==> config.mk <==
export PLATFORM = sky130hd
export DESIGN_NAME = siren_pattern_gen
export DESIGN_NICKNAME = d
export VERILOG_FILES = /design/src/rtl/siren_pkg.sv /design/src/rtl/siren_mod_counter.sv /design/src/rtl/siren_pattern_gen.sv
export SDC_FILE = /design/constraint.sdc
export NUM_CORES = 1
export LEC_CHECK = 0
export CAP_MARGIN = 40
export CORE_UTILIZATION = 50
export CTS_CLUSTER_DIAMETER = 100
export DETAILED_ROUTE_END_ITERATION = 6
export DONT_BUFFER_PORTS = 1
export SYNTH_ARGS = -nofsm -noshare
export SYNTH_HDL_FRONTEND = slang
export SYNTH_SLANG_ARGS = --single-unit
==> constraint.sdc <==
create_clock -name clock -period 3.7 [get_ports clock]
set_input_delay 0.37 -clock clock [delete_from_list [all_inputs] [get_ports clock]]
set_output_delay 0.37 -clock clock [all_outputs]
set_load 0.05 [all_outputs]
==> src/rtl/siren_pkg.sv <==
// Shared types for the siren pattern generator: FSM state encoding, pattern
// mode constants and the decoder that folds the raw mode input onto a mode.
package siren_pkg;

  typedef enum logic [1:0] {
    IDLE    = 2'd0,
    RUN_ON  = 2'd1,
    RUN_OFF = 2'd2,
    GAP     = 2'd3
  } state_t;

  typedef enum logic [1:0] {
    MODE_ALT    = 2'd0,
    MODE_STROBE = 2'd1,
    MODE_STEADY = 2'd2
  } mode_t;

  // The unused encoding 3 behaves exactly like the alternating pattern.
  function automatic mode_t decode_mode(input logic [1:0] raw);
    case (raw)
      2'd1:    return MODE_STROBE;
      2'd2:    return MODE_STEADY;
      default: return MODE_ALT;
    endcase
  endfunction

endpackage

==> src/rtl/siren_mod_counter.sv <==
// Modulo-MODULUS counter with synchronous clear, increment enable and a flag
// that is high while the count sits at its terminal value MODULUS-1.
module siren_mod_counter #(
  parameter int MODULUS = 2,
  parameter int W       = (MODULUS > 1) ? $clog2(MODULUS) : 1
) (
  input  logic         clock,
  input  logic         reset,
  input  logic         clear,
  input  logic         inc,
  output logic [W-1:0] count,
  output logic [W-1:0] count_next,
  output logic         wrap
);

  localparam logic [W-1:0] LAST = W'(MODULUS - 1);

  assign wrap = (count == LAST);

  // count_next is exported so the parent can register outputs that depend on
  // the value the counter is about to take.
  always_comb begin
    count_next = count;
    if (clear) begin
      count_next = '0;
    end else if (inc) begin
      count_next = wrap ? '0 : count + W'(1);
    end
  end

  always_ff @(posedge clock) begin
    if (!reset) begin
      count <= '0;
    end else begin
      count <= count_next;
    end
  end

endmodule

==> src/rtl/siren_pattern_gen.sv <==
// Multi-light siren pattern generator: alternating, strobe-burst and steady
// patterns stepped by an external slow tick, with fully registered outputs.
module siren_pattern_gen
  import siren_pkg::*;
#(
  parameter int N_LIGHTS  = 2,
  parameter int BURST_LEN = 3,
  parameter int GAP_TICKS = 2,
  parameter int CW        = (N_LIGHTS > 1) ? $clog2(N_LIGHTS) : 1
) (
  input  logic                clock,
  input  logic                reset,
  input  logic                enable_siren,
  input  logic                tick,
  input  logic [1:0]          mode,
  output logic                siren,
  output logic                tone,
  output logic [N_LIGHTS-1:0] lights,
  output logic [CW-1:0]       color
);

  localparam int FW      = (BURST_LEN > 1) ? $clog2(BURST_LEN) : 1;
  localparam int GAP_MOD = (GAP_TICKS > 0) ? GAP_TICKS : 1;
  localparam int GW      = (GAP_MOD > 1) ? $clog2(GAP_MOD) : 1;
  localparam logic [N_LIGHTS-1:0] ONE_LIGHT = N_LIGHTS'(1);

  state_t state, state_n;
  mode_t  mode_q, mode_n;
  logic   tone_n;
  logic   clr_all, idx_inc, flash_inc, flash_clr, gap_inc, gap_clr;

  logic [CW-1:0] idx, idx_next;
  logic [FW-1:0] flash_cnt, flash_next;
  logic [GW-1:0] gap_cnt, gap_next;
  logic          idx_wrap, flash_wrap, gap_wrap;

  logic [N_LIGHTS-1:0] lights_n;
  logic [CW-1:0]       color_n;
  logic                siren_n;

  siren_mod_counter #(.MODULUS(N_LIGHTS), .W(CW)) u_idx (
    .clock      (clock),
    .reset      (reset),
    .clear      (clr_all),
    .inc        (idx_inc),
    .count      (idx),
    .count_next (idx_next),
    .wrap       (idx_wrap)
  );

  siren_mod_counter #(.MODULUS(BURST_LEN), .W(FW)) u_flash (
    .clock      (clock),
    .reset      (reset),
    .clear      (clr_all | flash_clr),
    .inc        (flash_inc),
    .count      (flash_cnt),
    .count_next (flash_next),
    .wrap       (flash_wrap)
  );

  siren_mod_counter #(.MODULUS(GAP_MOD), .W(GW)) u_gap (
    .clock      (clock),
    .reset      (reset),
    .clear      (clr_all | gap_clr),
    .inc        (gap_inc),
    .count      (gap_cnt),
    .count_next (gap_next),
    .wrap       (gap_wrap)
  );

  // Dropping enable beats any tick on the same edge; mode is only sampled
  // on the IDLE -> RUN_ON edge so mid-run changes have no effect.
  always_comb begin
    state_n   = state;
    mode_n    = mode_q;
    tone_n    = tone;
    clr_all   = 1'b0;
    idx_inc   = 1'b0;
    flash_inc = 1'b0;
    flash_clr = 1'b0;
    gap_inc   = 1'b0;
    gap_clr   = 1'b0;
    if (!enable_siren) begin
      state_n = IDLE;
      clr_all = 1'b1;
      tone_n  = 1'b0;
    end else begin
      case (state)
        IDLE: begin
          state_n = RUN_ON;
          mode_n  = decode_mode(mode);
          clr_all = 1'b1;
          tone_n  = 1'b0;
        end
        RUN_ON: begin
          if (tick) begin
            case (mode_q)
              MODE_STROBE: state_n = RUN_OFF;
              MODE_STEADY: state_n = RUN_ON;
              default: begin
                idx_inc = 1'b1;
                tone_n  = ~tone;
              end
            endcase
          end
        end
        RUN_OFF: begin
          if (tick) begin
            if (!flash_wrap) begin
              flash_inc = 1'b1;
              state_n   = RUN_ON;
            end else begin
              flash_clr = 1'b1;
              if (GAP_TICKS == 0) begin
                state_n = RUN_ON;
                idx_inc = 1'b1;
                tone_n  = ~tone;
              end else begin
                state_n = GAP;
              end
            end
          end
        end
        GAP: begin
          if (tick) begin
            if (!gap_wrap) begin
              gap_inc = 1'b1;
            end else begin
              gap_clr = 1'b1;
              state_n = RUN_ON;
              idx_inc = 1'b1;
              tone_n  = ~tone;
            end
          end
        end
        default: begin
          state_n = IDLE;
          clr_all = 1'b1;
          tone_n  = 1'b0;
        end
      endcase
    end
  end

  // Outputs are decoded from the upcoming state so the registered copies
  // line up with the edge at which the state changes.
  always_comb begin
    lights_n = '0;
    color_n  = '0;
    siren_n  = (state_n != IDLE);
    if (state_n != IDLE) begin
      color_n = idx_next;
    end
    if (state_n == RUN_ON) begin
      lights_n = (mode_n == MODE_STEADY) ? '1 : (ONE_LIGHT << idx_next);
    end
  end

  always_ff @(posedge clock) begin
    if (!reset) begin
      state  <= IDLE;
      mode_q <= MODE_ALT;
      tone   <= 1'b0;
      siren  <= 1'b0;
      lights <= '0;
      color  <= '0;
    end else begin
      state  <= state_n;
      mode_q <= mode_n;
      tone   <= tone_n;
      siren  <= siren_n;
      lights <= lights_n;
      color  <= color_n;
    end
  end

endmodule

==> results of run 1 <==
state kept, by name (all words and copies together), names as in the netlist:
| signal | flops |
|---|---|
| u_gap.count | 1 |
| state | 2 |
| color | 1 |
| lights | 2 |
| tone | 1 |
| siren | 1 |
| u_flash.count | 2 |
| u_idx.count | 1 |
| mode_q | 2 |
how the worst max path moves through the flow:
stage	from	endpoint	slack (ns)	cells after the start
6_report	mode_q[0]$_SDFF_PN0_	color$_SDFF_PN0_	1.84	7
5_1_grt	mode_q[0]$_SDFF_PN0_	color$_SDFF_PN0_	1.67	7
4_1_cts	mode_q[0]$_SDFF_PN0_	color$_SDFF_PN0_	1.82	7
3_5_place_dp	mode_q[0]$_SDFF_PN0_	color$_SDFF_PN0_	1.84	7
3_3_place_gp	mode_q[0]$_SDFF_PN0_	color$_SDFF_PN0_	1.91	7
2_1_floorplan	mode_q[0]$_SDFF_PN0_	color$_SDFF_PN0_	2.02	7
through the flow:
stage | utilization [%] | cell area [sq um] | hold WS (ns) | cells
after global placement | 57.81 | 685.7 | 0.4985 | 89
after CTS | 60.13 | 713.2 | 0.2147 | 93
after floorplan | - | 680.7 | 0.4709 | 77
final | 60.13 | 713.2 | 0.2225 | 93
after global routing | 60.13 | 713.2 | 0.2175 | 93
after detailed placement | 57.81 | 685.7 | 0.5013 | 89
power breakdown:
part           total [uW]  switching, uW  internal, uW
registers             153           9.94           143
clock network        86.0           46.0          40.1
logic                19.5           10.2          9.39
total                 259           66.1           192
critical path: stages (launching register included):
cell and delay (ns):
dfxtp_1 0.39, inv_1 0.06, ha_1 0.32, nand4bb_1 0.27, o221ai_1 0.28, inv_1 0.08
a311oi_1 0.27, nor3_1 0.08
synthesized netlist by cell type, types with 2 or more instances:
cell	instances
o31a_1	2
a21oi_1	5
inv_1	7
dfxtp_1	13
nor3_1	5
nor2_1	7
nor2b_1	2
o211ai_1	3
nand2_1	5
o21ai_2	2
a311oi_1	2
ha_1	2
mux2i_1	2
metal layers:
layer  up-vias  part of all wire (%)  wire, microns
met1       232                    51            618
met3         2                   6.3             77
met5         -                     0              0
met2        16                    42            513
li1        289                     -              -
met4         0                  0.90             11
area by class of cell:
cell class	count	area, sq um	share of cell area, %
sequential	13	260.3	36.49
clock buffer	3	22.52	3.158
tap	14	17.52	2.456
clock inverter	1	5.005	0.7018
inverter	7	26.28	3.684
multi-input combinational	55	381.6	53.51
cell families (layout without fill, tap and decap cells):
group | Yosys count | count (layout) | share of synthesized area [%]
muxes | 2 | 2 | 2.941
AOI/OAI and AO/OA | 19 | 19 | 20.77
and+or+nand+nor | 31 | 31 | 27.39
DFF | 13 | 13 | 38.24
xor gates and xnor gates | 1 | 1 | 1.287
adders and majority gates | 2 | 2 | 3.676
buffers and inverters | 9 | 11 | 5.699
==> results.txt, run 1 <==
The count of vias placed by the detailed router is around 540. The slew at the pin with the worst max-slew slack is between 0.5 and 0.6 ns. The post-synthesis instance area is 680.7 sq um.

The total power came out at about 260 uW. The proportion of register bits with asynchronous set or reset after synthesis came out at 0%. The via count of the first global-routing pass was 472. The slack of the critical path came out at 1.836 ns.

The met1 usage came out at 27.34%. The critical path is of the reg2reg type. The antenna cell count is 0. The estimated wirelength of the detail-placed design came out at ~900 microns.

Summed over all layers, the routed wires come to 1220 microns. The register area share after synthesis came out at 38.24%. The post-synth net total came out at 85. Leaving out fill and tap cells, the most frequent cell in the layout is dfxtp_1. The final-stage net count is 88. The startpoint identified for the worst hold timing path is reset.

The worst reg2reg path endpoint is color$_SDFF_PN0_. Once the clock tree was built, the resizer swapped 0 gates to a different size. The fill cell instance count of the final layout came out at 119. The leading register cell type out of synthesis is dfxtp_1. Counting I/O delays and the setup requirement, the final critical path takes 1.864 ns.

The hold path depth came out at 1. The hold violation count in the final report came out at 0. The final global-route overflow total is 0. The initial core utilization is a little under three fifths. Once detail routing completed, the nets flagged for antenna violations numbered 0. The later pin in the worst-skew pair is clocked with a latency of 0.27 ns.

The run finished with clean final reports. The max-slew headroom at the worst pin is ~63%. The most area-hungry cell type in the Yosys netlist is dfxtp_1.

The distinct cell type count of the synthesized netlist came out at 33. The final clock period utilization by the worst path is 50.38%. By area the synthesized netlist is led by dfxtp_1 (38%), inv_1 (3.9%), nor2_1 (3.9%). The number of buffers created by CTS came out at 3. In the layout the commonest cells are dfxtp_1 (13), inv_1 (7), nor2_1 (7). The final weighted congestion in routability-driven placement is 0.7698. The clock slew at the register clock pins of the worst setup and hold paths is approximately 0.08 ns. The tool flagged a number of max-cap violations equal to 0.

The iteration count of the initial detailed-routing pass came out at 4. In this run the number of H-tree levels came out at 1. The worst register-to-register path begins at mode_q[0]$_SDFF_PN0_. The number of buffers inserted for hold repair after clock tree synthesis came out at 0. The number of warnings reported in the yosys synthesis log came out at 0. The flip-flop and latch count after synthesis came out at 13.

The number of synthesized flops with an enable pin came out at 0. The die boundary height is 38.90 microns. Synthesis produced a netlist whose cell count is 77. The cell count of the worst reg-to-reg path came out at 7.

For the worst setup path, the data required time is 3.86 ns. Setup repair after global routing left no endpoint under its margin. The root buffer cell chosen for the clock tree is clkbuf_4.

The path with the worst hold slack has its endpoint at mode_q[0]$_SDFF_PN0_. The fraction of layout cells with a size suffix above 1 came out at between 10% and 20%. The global routing usage on met2 came out at 27.50%. Setup violations remaining at the end of the flow were counted as 0. TritonCTS built the clock tree.

The worst setup path is captured at a flip-flop. The number of buffers inserted by post-CTS setup repair came out at 0. The areal power density over the cells is 362.5 mW/mm^2. The data arrival time at the worst-slack endpoint is roughly 2.0 ns. The global-route wire length before repair is 2070 microns.

The maximum number of pins on one net before global-route repair came out at 15. Relative to the synthesized area, the layout overhead comes to 4.779%. The per-cell routed wire length came out at 13.12 microns.

The count of input and output buffers came out at 0. The final-report max-slew violation count is 0. The final total negative setup slack is 0 ns. The core region is roughly 0.0012 sq mm. Static timing analysis puts the maximum clock frequency at roughly 0.54 GHz.

The tightest min-delay check is of the in2reg type. The width of the chip is 38.90 microns. The met3 capacity usage during global routing is a little under 10%. The die covers around 0.0015 sq mm. The leakage dissipation came out at 0.0002490 uW. The worst voltage drop across the vdd grid came out at about 0.14 mV. The kind of start point of the critical path is a flip-flop. The via density per instance is 5.796.

The residual DRC count is 0. The layer flagged by global routing as most heavily used is met2. The maximum root-to-sink buffer count came out at 2. The number of antenna violations at the first check in global routing came out at 0. The maximum fanout along the worst path came out at 4. The violation count after the first detailed-routing iteration is 12. The worst reg-to-reg setup slack is 1.84 ns.

The overall global routing resource usage came out at between 20% and 30%. At the placement stage, the worst setup path has a slack of 1.839 ns. The clock net in this run drives a total of 13 sinks. The worst clock skew is ~0.0029 ns.

In this run the count of I/O pins placed on the die edge is 11. The average footprint of a synthesized cell came out at slightly below 9 sq um. The fraction of synthesized cell area taken by the top area cell type came out at between 30% and 40%. The floorplan has 12 rows.
No activity file was read; power rests on OpenSTA's default activity.
==> run 2: changes to the inputs <==
==> constraint.sdc (replaced) <==
create_clock -name clock -period 1.8 [get_ports clock]
set_input_delay 0.18 -clock clock [delete_from_list [all_inputs] [get_ports clock]]
set_output_delay 0.18 -clock clock [all_outputs]
set_load 0.05 [all_outputs]
==> results.txt, run 2 (same netlist as run 1, synthesis figures left out) <==
The final-stage net count was 94 (+6.8%). The maximum clock frequency was 0.5935 GHz (+11%). The slew at the pin with the worst max-slew slack was 0.4653 ns (-0.09387 ns). The antenna cell count came out at 0 (unchanged).

The number of antenna violations at the first check in global routing is 0 (unchanged). The via count of the first global-routing pass came out at 528 (+12%). The run finished with clean final reports. The worst voltage drop across the vdd grid is 0.4231 mV (+190%).

The maximum fanout along the worst path is 3 (-1). The areal power density over the cells came out at 708.7 mW/mm^2 (+96%). The count of vias placed by the detailed router came to 563 (+4.5%). The fraction of layout cells with a size suffix above 1 is 17.65% (+6.3 points).

The initial core utilization came out at 57.38% (unchanged). The final total negative setup slack came out at 0 ns (unchanged). The largest individual stage delay along the critical path comes from the cell dfxtp_1. The worst clock skew came out at 0.001614 ns (-0.001260 ns).

The max-slew headroom at the worst pin was 68.49% (+5.8 points). The violation count after the first detailed-routing iteration is 30 (+18). The area added between synthesis and finish is 12.13%. The final clock period utilization by the worst path came out at 93.61% (+43 points). The hold path depth came out at 2 (+1). The via density per instance was 5.687 (-1.9%).

The insertion delay to the later sink of the worst-skew pair came out at 0.27 ns (about the same). The kind of start point of the critical path is a flip-flop. The standard cell core area came to 0.001186 sq mm (unchanged). In this run the clock root is driven by a clkbuf_4. STA classifies the critical path endpoint as a flip-flop.

The die boundary height is 38.90 microns (unchanged). The delay of the slowest cell on the worst path came out at 0.34 ns (-0.05 ns). The data arrival time at the worst-slack endpoint is 1.85 ns (-0.18 ns).

The hold violation count in the final report came out at 0 (unchanged). In this design, the critical path's most frequently occurring cell is inv_1. The count of standard-cell rows was 12 (unchanged). The post-CTS resize count came out at 0 (unchanged).

The maximum root-to-sink buffer count came out at 2 (unchanged). The critical path in this run is classified as reg2reg. The area enclosed by the die boundary is 0.001513 sq mm (unchanged). The worst hold path belongs to the class in2reg. The final-report max-slew violation count is 0 (unchanged).

The number of buffers inserted for hold repair after clock tree synthesis came out at 0 (unchanged). The count of maximum capacitance violations is 0 (unchanged). The iteration count of the initial detailed-routing pass is 4 (unchanged).

The count of cell instances traversed by the critical path is 7 (unchanged). The signal on the critical path passes through inv_1, ha_1, nand4bb_1, o221ai_1, inv_1, a311oi_2, nor3_1. The number of antenna-violating nets in the routed design came to 0 (unchanged).

The residual DRC count is 0 (unchanged). The number of instances in the placed design is 95 (+6.7%). The number of top-level design ports is 11 (unchanged).

The count of input and output buffers came out at 0 (unchanged). In the layout the commonest cells are dfxtp_1 (13), inv_1 (7), nor2_1 (7). The maximum number of pins on one net before global-route repair is 15 (unchanged). The clock sink count came out at 13 (unchanged).

The number of standard cells in the final layout excluding fillers was 99 (+6.5%). The H-tree level count is 1 (unchanged). The overall global routing resource usage came to 23.06% (+1.9 points). The largest delay contributor family on the critical path is compound AO/OA/AOI/OAI gates.

The clock slew at the register clock pins of the worst setup and hold paths came out at 0.08 ns (about the same). The count of buffer and inverter cells on the critical path is 2 (unchanged). The global-route wire length before repair is 2256 microns (+9.0%).

The estimated wirelength of the detail-placed design is 981.3 microns (+9.4%). The data required time of the critical path came out at 1.96 ns (-1.90 ns). The final global-route overflow total is 0 (unchanged). The number of buffers created by CTS came out at 3 (unchanged). The leakage dissipation is 0.0002773 uW (+11%). The per-cell routed wire length is 13.68 microns (+4.3%).

The shortest period the worst path allows came out at 1.685 ns (-0.1791 ns). The final routed wirelength across all metal layers is 1354 microns (+11%). TritonCTS built the clock tree.

The cell count of the worst reg-to-reg path is 7 (unchanged). The width of the chip was 38.90 microns (unchanged). Setup repair after global routing left no endpoint under its margin. The most common library cell in the layout ignoring fill and taps is dfxtp_1.

The final weighted congestion in routability-driven placement came out at 0.8383 (+8.9%). The number of buffers inserted by post-CTS setup repair is 0 (unchanged). The count of endpoints failing setup in the final report came out at 0 (unchanged).
==> run 2: cell types whose count changed in the layout (fill, tap and decap cells not counted), sizes merged <==
| cell | delta |
|---|---|
| clkinv | -1 |
| buf | +6 |
| clkbuf | +1 |
==> run 2: final cells by class <==
type | instances | area (sq um)
clock buffers | 4 | 26.28
fillers | 102 | 422.9
well taps | 14 | 17.52
repair buffers | 6 | 45.04
multi-input cells | 55 | 387.9
flip-flops and latches | 13 | 260.3
inverters | 7 | 26.28
==> run 2: metal layers <==
metal | vias to the layer above | wire length (microns) | global-route usage, %
li1 | 299 | - | -
met2 | 24 | 588 | 34.17
met5 | - | 0 | 0
met3 | 5 | 76 | 5.202
met4 | 0 | 36 | 15.52
met1 | 235 | 652 | 29.17
==> run 2: power by group <==
group | internal, uW | total [uW] | switching, uW
sequential | 294 | 312 | 18.3
clock | 86.0 | 179 | 93.3
combinational | 24.1 | 49.4 | 25.3
total | 404 | 541 | 137
==> run 2: path summary, 6_finish.rpt <==
check	startpoint	to	slack, ns
worst max-delay path	mode_q[0]$_SDFF_PN0_	color$_SDFF_PN0_	0.12
worst min-delay path	enable_siren	tone$_SDFFE_PN0P_	0.04
worst max register to register	mode_q[0]$_SDFF_PN0_	color$_SDFF_PN0_	0.12
worst min register to register	mode_q[1]$_SDFF_PN0_	mode_q[1]$_SDFF_PN0_	0.51
==> run 2: per-stage QoR <==
step | total power (uW) | utilization [%] | cell area [sq um] | setup slack (ns) | hold slack, ns
after global placement | 366.8 | 61.60 | 730.7 | 0.1462 | 0.3243
after floorplan | 355.7 | - | 680.7 | 0.1181 | 0.3082
after detailed placement | 367.2 | 61.60 | 730.7 | 0.1062 | 0.3281
after global routing | 570.3 | 64.35 | 763.2 | 0.007002 | 0.03681
final | 540.9 | 64.35 | 763.2 | 0.1151 | 0.04032
after CTS | 548.3 | 63.82 | 757.0 | 0.09560 | 0.03603
==> run 3: changes to the inputs <==
--- a/config.mk
+++ b/config.mk
@@ -7,9 +7,10 @@
 export LEC_CHECK = 0
 export CAP_MARGIN = 40
 export CORE_UTILIZATION = 50
-export CTS_CLUSTER_DIAMETER = 100
+export CTS_CLUSTER_DIAMETER = 120
 export DETAILED_ROUTE_END_ITERATION = 6
 export DONT_BUFFER_PORTS = 1
+export MAX_ROUTING_LAYER = met4
 export SYNTH_ARGS = -nofsm -noshare
 export SYNTH_HDL_FRONTEND = slang
 export SYNTH_SLANG_ARGS = --single-unit
==> results.txt, run 3 (same netlist as run 1, synthesis figures left out) <==
The area added between synthesis and finish was 12.13% (unchanged). The maximum number of pins on one net before global-route repair came out at 15 (unchanged). The count of vias placed by the detailed router came out at 562 (-0.18%).

The hold violation count in the final report was 0 (unchanged). The clock slew at the register clock pins of the worst setup and hold paths is 0.08 ns (about the same). The H-tree level count came out at 1 (unchanged). The count of endpoints failing setup in the final report is 0 (unchanged). The count of standard-cell rows came out at 12 (unchanged). The data arrival time at the worst-slack endpoint is 1.84 ns (about the same). The fill cell instance count of the final layout came out at 102 (unchanged). The post-CTS resize count came out at 0 (unchanged).

The clock sink count came out at 13 (unchanged). The cell sitting at the root of the clock tree is a clkbuf_4. TritonCTS built the clock tree.

Among the stages of the critical path, the cell type that occurs most often is inv_1. Walking the worst path, the cells encountered are inv_1, ha_1, nand4bb_1, o221ai_1, inv_1, a311oi_2, nor3_1. The number of buffers created by CTS came to 3 (unchanged).

For this design, the slowest cell found on the critical path is dfxtp_1. The count of input and output buffers is 0 (unchanged). The width of the chip came to 38.90 microns (unchanged). The shortest period the worst path allows is 1.682 ns (-0.003099 ns).

The hold path depth is 2 (unchanged). The tightest min-delay check is of the in2reg type. The final routed wirelength across all metal layers came out at 1344 microns (-0.74%).

The number of buffers inserted by post-CTS setup repair was 0 (unchanged). The iteration count of the initial detailed-routing pass is 4 (unchanged). The number of top-level design ports came out at 11 (unchanged).

The data required time of the critical path came to 1.96 ns (about the same). The final-report max-slew violation count is 0 (unchanged). The antenna cell count came to 0 (unchanged).

The per-cell routed wire length came out at 13.58 microns (-0.74%). The initial core utilization is 57.38% (unchanged). The overall global routing resource usage was 23.62% (+0.56 points).

In this run the most critical hold path is launched from enable_siren. The count of maximum capacitance violations is 0 (unchanged). The leakage dissipation is 0.0002773 uW (unchanged).

The area enclosed by the die boundary is 0.001513 sq mm (unchanged). The worst setup path is captured at a flip-flop. The estimated wirelength of the detail-placed design was 981.3 microns (unchanged). In this design, the largest share of critical-path delay is due to compound AO/OA/AOI/OAI gates. The slew at the pin with the worst max-slew slack came out at 0.4710 ns (+0.005709 ns).

The count of buffer and inverter cells on the critical path is 2 (unchanged). The number of antenna-violating nets in the routed design came out at 0 (unchanged). The final-stage net count is 94 (unchanged). The number of antenna violations at the first check in global routing is 0 (unchanged). The cell count of the worst reg-to-reg path is 7 (unchanged). The final global-route overflow total is 0 (unchanged). The max-slew headroom at the worst pin is 68.10% (-0.39 points).

The standard cell core area is 0.001186 sq mm (unchanged). The final weighted congestion in routability-driven placement is 0.8513 (+1.6%). The run finished with clean final reports. STA classifies the critical path startpoint as a flip-flop. The total power was 540.6 uW (about the same). The number of buffers inserted for hold repair after clock tree synthesis is 0 (unchanged). The final clock period utilization by the worst path came out at 93.43% (-0.17 points). The final total negative setup slack is 0 ns (unchanged).

The via density per instance came out at 5.677 (-0.18%). The global-route wire length before repair is 2256 microns (unchanged). The maximum root-to-sink buffer count came out at 2 (unchanged).

The insertion delay to the later sink of the worst-skew pair is 0.27 ns (about the same). The worst reg-to-reg setup slack was 0.12 ns (about the same). The slack of the critical path is 0.1182 ns (+0.003099 ns). The violation count after the first detailed-routing iteration is 30 (unchanged). The maximum fanout along the worst path is 3 (unchanged). The count of cell instances traversed by the critical path came out at 7 (unchanged). The fraction of layout cells with a size suffix above 1 came out at 17.65% (unchanged).

The die boundary height is 38.90 microns (unchanged). The endpoint with the worst hold slack is tone$_SDFFE_PN0P_. The maximum clock frequency is 0.5946 GHz (+0.18%).

The residual DRC count was 0 (unchanged). The delay of the slowest cell on the worst path is 0.34 ns (about the same). The kind of critical path is reg2reg. The post-placement worst setup slack came to 0.1062 ns (unchanged). Leaving out fill and tap cells, the most frequent cell in the layout is dfxtp_1.

The via count of the first global-routing pass is 528 (unchanged). The areal power density over the cells is 708.3 mW/mm^2 (about the same). The worst clock skew came out at 0.001652 ns (+0.00003833 ns).

The worst voltage drop across the vdd grid is 0.4230 mV (about the same). Setup repair after global routing left no endpoint under its margin. The start of the worst register-to-register path is mode_q[0]$_SDFF_PN0_. The worst register-to-register path ends at color$_SDFF_PN0_.

The top cell types in the final layout, fill and taps aside, are dfxtp_1 (13), inv_1 (7), nor2_1 (7).
==> run 3: cell counts in the layout (fill, tap and decap cells not counted) <==
Identical to the previous run, type by type.
==> run 3: worst max path at each step <==
| stage | to | slack (ns) | start |
|---|---|---|---|
| after floorplan | color$_SDFF_PN0_ | 0.12 | mode_q[0]$_SDFF_PN0_ |
| after global placement | color$_SDFF_PN0_ | 0.15 | mode_q[0]$_SDFF_PN0_ |
| after detailed placement | color$_SDFF_PN0_ | 0.11 | mode_q[0]$_SDFF_PN0_ |
| after CTS | color$_SDFF_PN0_ | 0.1 | mode_q[0]$_SDFF_PN0_ |
| after global routing | color$_SDFF_PN0_ | 0.007 | mode_q[0]$_SDFF_PN0_ |
| final | color$_SDFF_PN0_ | 0.12 | mode_q[0]$_SDFF_PN0_ |
==> run 3: through the flow <==
step	hold WS [ns]	cell area (sq um)	cells	util, %
floorplan	0.3082	680.7	77	-
global placement	0.3243	730.7	95	61.60
detailed placement	0.3281	730.7	95	61.60
CTS	0.03603	757.0	99	63.82
global route	0.03694	763.2	99	64.35
finish	0.04067	763.2	99	64.35
==> run 3: area by class of cell <==
| cell class | count | area [sq um] | share of cell area, % |
|---|---|---|---|
| Clock buffer | 4 | 26.28 | 3.443 |
| Inverter | 7 | 26.28 | 3.443 |
| Multi-Input combinational cell | 55 | 387.9 | 50.82 |
| Sequential cell | 13 | 260.3 | 34.10 |
| Tap cell | 14 | 17.52 | 2.295 |
| Timing Repair Buffer | 6 | 45.04 | 5.902 |
==> run 3: report_power, final <==
group | switching (uW) | leakage (uW) | internal, uW | total, uW
Combinational | 25.3 | 0.000157 | 24.1 | 49.3
Clock | 93.2 | 0.0000150 | 86.0 | 179
Sequential | 18.2 | 0.000106 | 294 | 312
Total | 137 | 0.000277 | 404 | 541
==> run 3: worst register-to-register path, cell delays in order (launching register included) <==
cell       delay, ns
dfxtp_1         0.34
inv_1           0.05
ha_1            0.31
nand4bb_1       0.22
o221ai_1        0.25
inv_1           0.10
a311oi_2        0.22
nor3_1          0.07
==> run 3: layer usage <==
metal / wire length [microns] / track usage, % / vias to the layer above / share of wire, %
li1: - / - / 300 / -
met1: 646 / 29.17 / 233 / 48
met2: 587 / 34.17 / 24 / 44
met3: 74 / 5.202 / 5 / 5.5
met4: 36 / 15.52 / 0 / 2.7
met5: 0 / - / - / 0
